$ cat src/rtl/div_pkg.sv
// Shared types and sizing helpers for the sequential restoring divider.
package div_pkg;

  typedef enum logic [1:0] {
    IDLE = 2'd0,
    CALC = 2'd1,
    DONE = 2'd2
  } div_state_t;

  // Width of a down-counter that must hold n-1.
  function automatic int cnt_width(input int n);
    return (n > 1) ? $clog2(n) : 1;
  endfunction

endpackage

$ cat src/rtl/div_restore_step.sv
// One restoring division step: bring in the next dividend bit, subtract the
// divisor when it fits, and report the resulting quotient bit.
module div_restore_step #(
  parameter int DIV_W = 8
) (
  input  logic [DIV_W-1:0] rem,
  input  logic             dvd_msb,
  input  logic [DIV_W-1:0] dsr,
  output logic [DIV_W-1:0] rem_nxt,
  output logic             q_bit
);

  logic [DIV_W:0] p;

  assign p       = {rem, dvd_msb};
  assign q_bit   = (p >= {1'b0, dsr});
  // rem < dsr on entry, so the difference always fits back in DIV_W bits.
  assign rem_nxt = q_bit ? DIV_W'(p - {1'b0, dsr}) : p[DIV_W-1:0];

endmodule

$ cat src/rtl/divn_seq_divider.sv
// Unsigned SIZE/DIV_W sequential divider, one quotient bit per clock, with
// valid/ready handshakes and a divide-by-zero flag.
//
// state | meaning
// IDLE  | waiting for an operand pair, in_ready high
// CALC  | resolving one quotient bit per edge, MSB first
// DONE  | result presented, waiting for out_ready
module divn_seq_divider
  import div_pkg::*;
#(
  parameter int SIZE  = 20,
  parameter int DIV_W = 8
) (
  input  logic             sys_clock,
  input  logic             reset_n,
  input  logic             in_valid,
  output logic             in_ready,
  input  logic [SIZE-1:0]  divident,
  input  logic [DIV_W-1:0] divisor,
  output logic             out_valid,
  input  logic             out_ready,
  output logic [SIZE-1:0]  quotient,
  output logic [DIV_W-1:0] reminder,
  output logic             div_zero
);

  localparam int CNT_W = cnt_width(SIZE);

  div_state_t       state, state_nxt;
  logic [CNT_W-1:0] cnt;
  logic [SIZE-1:0]  dvd;
  logic [DIV_W-1:0] dsr;
  logic [DIV_W-1:0] rem;
  logic [DIV_W-1:0] rem_nxt;
  logic             q_bit;
  logic             accept;

  assign in_ready  = (state == IDLE);
  assign out_valid = (state == DONE);
  assign accept    = in_valid && in_ready;

  div_restore_step #(.DIV_W(DIV_W)) u_step (
    .rem     (rem),
    .dvd_msb (dvd[SIZE-1]),
    .dsr     (dsr),
    .rem_nxt (rem_nxt),
    .q_bit   (q_bit)
  );

  always_comb begin
    state_nxt = state;
    case (state)
      IDLE: if (accept) state_nxt = (divisor == '0) ? DONE : CALC;
      CALC: if (cnt == '0) state_nxt = DONE;
      DONE: if (out_ready) state_nxt = IDLE;
      default: state_nxt = IDLE;
    endcase
  end

  always_ff @(posedge sys_clock or negedge reset_n) begin
    if (!reset_n) state <= IDLE;
    else          state <= state_nxt;
  end

  always_ff @(posedge sys_clock or negedge reset_n) begin
    if (!reset_n) begin
      cnt      <= '0;
      dvd      <= '0;
      dsr      <= '0;
      rem      <= '0;
      quotient <= '0;
      reminder <= '0;
      div_zero <= 1'b0;
    end else begin
      case (state)
        IDLE: begin
          if (accept) begin
            dvd <= divident;
            dsr <= divisor;
            rem <= '0;
            cnt <= CNT_W'(SIZE - 1);
            if (divisor == '0) begin
              quotient <= '1;
              reminder <= '0;
              div_zero <= 1'b1;
            end
          end
        end
        CALC: begin
          // The dividend register doubles as the quotient shift register.
          dvd <= {dvd[SIZE-2:0], q_bit};
          rem <= rem_nxt;
          cnt <= cnt - 1'b1;
          if (cnt == '0) begin
            quotient <= {dvd[SIZE-2:0], q_bit};
            reminder <= rem_nxt;
            div_zero <= 1'b0;
          end
        end
        default: ;
      endcase
    end
  end

endmodule

$ cat config.mk
export PLATFORM = sky130hd
export DESIGN_NAME = divn_seq_divider
export DESIGN_NICKNAME = d
export VERILOG_FILES = /design/src/rtl/div_pkg.sv /design/src/rtl/div_restore_step.sv /design/src/rtl/divn_seq_divider.sv
export SDC_FILE = /design/constraint.sdc
export NUM_CORES = 1
export LEC_CHECK = 0
export CAP_MARGIN = 30
export CORE_MARGIN = 2
export CORE_UTILIZATION = 35
export DETAILED_ROUTE_END_ITERATION = 7
export GPL_TIMING_DRIVEN = 0
export PLACE_DENSITY = 0.63
export RECOVER_POWER = 25
export SLEW_MARGIN = 20
export SYNTH_ARGS = -nofsm -noshare
export SYNTH_HDL_FRONTEND = slang
export SYNTH_HIERARCHICAL = 1
export SYNTH_SLANG_ARGS = --single-unit
$ cat constraint.sdc
create_clock -name sys_clock -period 6 [get_ports sys_clock]
set_input_delay 1.2 -clock sys_clock [delete_from_list [all_inputs] [get_ports sys_clock]]
set_output_delay 1.2 -clock sys_clock [all_outputs]
set_load 0.005 [all_outputs]
==> summary.txt <==
Status: complete, but fails checks
Failing checks: max-capacitance violations
Buffers and inverters on the worst path: 2
Die area: 0.0117 mm²
Mapped Cells: 370
WS Path Type: flip-flop to output pin
WL final: 9.14 mm
Slowest cell delay on critical path: 0.51 ns
Clock buffer depth: 2
Register bit total from synthesis: 72
Max cap viols: 1
Worst vdd ir: 0.201 mV
First-pass GRT wire length: 15.0 mm
Clock sinks: 72
Unique masters post-synth: 49
Pin count of the biggest net entering global routing: 47
Leak Pwr: 2.13 nW
Initial Util: 0.363
Cell Pwr Density: 594 mW/mm²
Compound-gate portion of the synthesized area: 0.201
Min-delay src: dsr[6]
Vias: 3006
Die W: 108 µm
Ys flop type: dfrtp_1
Synth warn: 6
Post-synth ARST share: 1.00
Reg2Reg Setup Slack: 3.45 ns
Hold Crit Depth: 2
Initial antenna violation count: 0
TritonCTS Buffers: 9
Die Y: 108 µm
Share of cells above drive strength 1: 0.160
Post-Synth XOR/XNOR Area: 0.00926
Crit path max-delay family: buffers and inverters
1st-iter DRT viols: 153
Max H-tree Level: 3
Hold crit path type: flip-flop to flip-flop
All-Layer GR Usage: 0.166
Crit path time final: 2.71 ns
Clock Skew: 0.0161 ns
Port Buffers: 62
CTS tree: built
Crit path max fanout: 10
Tightest Pin Transition: 1.50 ns
Final antenna diode count: 0
Post-CTS setup buffer count: 0
Slowest cell on the critical path: clkdlybuf4s50_1
Critical Path Start Type: flip-flop
Hold_ws: 0.479 ns
Root Buffer: clkbuf_8
Io pins: 63
Max-slew violation total from the final report: 0
Sum Neg Setup Slack: 0 ns
Hold_buf cts: 0
Placer Congestion: 0.860
Avg Vias per Cell: 5.14
Core Region: 0.0104 mm²
Worst-Skew Late Latency: 0.36 ns
Area Overhead vs Synth: 26.8%
Largest family of logic cells by synthesized area: compound AO/OA/AOI/OAI gates
DRT Pass-1 Iters: 6
Area leader, netlist: dfrtp_1
Synth top area share: 0.476
Sequential share of power: 0.313
DRC: 0
Critical Path AT: 1.51 ns
Reg2reg end: reminder[2]
Synth Cell Area: 0.00378 mm²
Worst reg2reg path depth: 8
Nets@finish: 486
Rel. slew slack: 0.000750
Antenna-violating nets left: 0
Count of final setup violators: 0
Vias in the first global route: 2987
Max frequency: 368 MHz
Site Rows: 37
CP Capture Type: output pin
Final hold violations: 0
Post-synthesis sequential area ratio: 0.476
Hold Path Sink: dsr[6]
Pint: 1.78 mW
Clock power frac: 0.141
Req. time, crit path: 4.80 ns
RR Startpoint: rem[5]
Top cells by area, synth: dfrtp_1, nand2_1, buf_6, a31oi_1, a2bb2oi_1
Post-synthesis mux area share: 0.0317
Clock transition at path regs: 0.08 ns
Switching Fraction: 0.377
# resized after CTS: 0
Net Sw Power: 1.08 mW
Number of flops mapped to enable cells by yosys: 0
Avg Cell Area, Syn: 10.2 µm²
RSZ-0062 raised after global routing: false
Congestion Overflow GR: 0
Filler Cell Count: 1003
DR WL/cell: 15.6 µm
Synthesized net count: 412
Post-Synth Adder-Cell Area: 0.0350
Combinational group share of total power: 0.547
Simple-gate share of the synthesized area: 0.170
Fin crit share: 0.452
Critical path, cell by cell: buf_4 -> nor2b_1 -> clkdlybuf4s50_1
Final HPWL DP: 6.74 mm
[Yosys cell counts (7+ instances only)]
| cell | number |
|---|---|
| dfrtp_1 | 72 |
| inv_1 | 16 |
| ha_1 | 9 |
| buf_2 | 7 |
| a22o_1 | 8 |
| a31oi_1 | 21 |
| a2bb2oi_1 | 14 |
| a21oi_1 | 24 |
| buf_6 | 14 |
| a31o_2 | 8 |
| and3_1 | 8 |
| nand2_1 | 69 |
| nor2_1 | 26 |
[cell usage in the layout, fill, tap and decap left out, types with 6 or more instances in the layout]
master	instances
buf_2	7
dfrtp_1	72
and3_1	8
a31o_2	8
mux2_4	6
buf_6	14
nand2_1	69
a22o_1	8
a31oi_1	21
clkdlybuf4s50_1	61
a2bb2oi_1	14
clkbuf_8	9
nor2_1	26
ha_1	9
inv_1	16
a21oi_1	24
[area by class of cell]
cell class              count  area [µm²]  share of cell area
inverters                  16        60.1              0.0125
plain buffers              28         234              0.0487
flip-flops and latches     72        1800               0.375
repair buffers             63         642               0.134
multi-input cells         254        1690               0.352
clock inverters             7        78.8              0.0164
well taps                 136         170              0.0355
clock buffers               9         124              0.0258
[sequential cells by signal, indices dropped and copies added, names as in the netlist]
| signal | count |
|---|---|
| dvd | 20 |
| quotient | 20 |
| dsr | 8 |
| rem | 8 |
| reminder | 8 |
| cnt | 5 |
| state | 2 |
| div_zero | 1 |
[worst reg2reg max path, delay by kind of cell, from the launching register on]
family | cells | cell delay, ns
DFF | 1 | 0.42
muxes | 1 | 0.32
AOI/OAI and AO/OA | 4 | 1.01
adders and majority gates | 1 | 0.38
and+or+nand+nor | 1 | 0.16
buffers and inverters | 1 | 0.16
[per-layer routing]
metal,GRT usage,part of all wire,routed length (µm),vias up
li1,-,-,-,1457
met1,0.236,0.47,4340,1454
met2,0.253,0.46,4220,82
met3,0.0325,0.048,441,13
met4,0.0549,0.015,136,0
met5,0,0,0,-
[worst max-delay path by stage]
stage	start	to	depth (start not counted)
final	state[1]	out_valid	3
after global routing	state[1]	in_ready	3
after floorplan	rem[5]	reminder[2]	8
after CTS	state[1]	out_valid	3
after detailed placement	divisor[7]	quotient[17]	5
after global placement	reset_n	dsr[5]	1
[through the flow]
step	instances	setup WS, ns	power (mW)	utilization	instance area [µm²]
after floorplan	370	3.66	1.98	-	3780
after global placement	568	1.24	2.42	0.439	4580
after detailed placement	569	3.10	2.46	0.442	4600
after CTS	585	3.26	2.87	0.461	4800
after global routing	585	3.21	3.08	0.461	4800
final	585	3.29	2.85	0.461	4800
[cells by family after synthesis]
kind of cell	Yosys count
and+or+nand+nor	130
adders and majority gates	10
muxes	9
DFF	72
buffers and inverters	44
AOI/OAI and AO/OA	101
xor gates and xnor gates	4
[power by group through the flow]
stage,sequential (mW),clock (mW),combinational [mW]
2_1_floorplan,0.865,0,1.11
3_3_place_gp,0.893,0,1.52
3_5_place_dp,0.902,0,1.56
4_1_cts,0.893,0.409,1.57
5_1_grt,0.922,0.431,1.73
6_report,0.891,0.401,1.56
No activity file was read; power rests on OpenSTA's default activity.
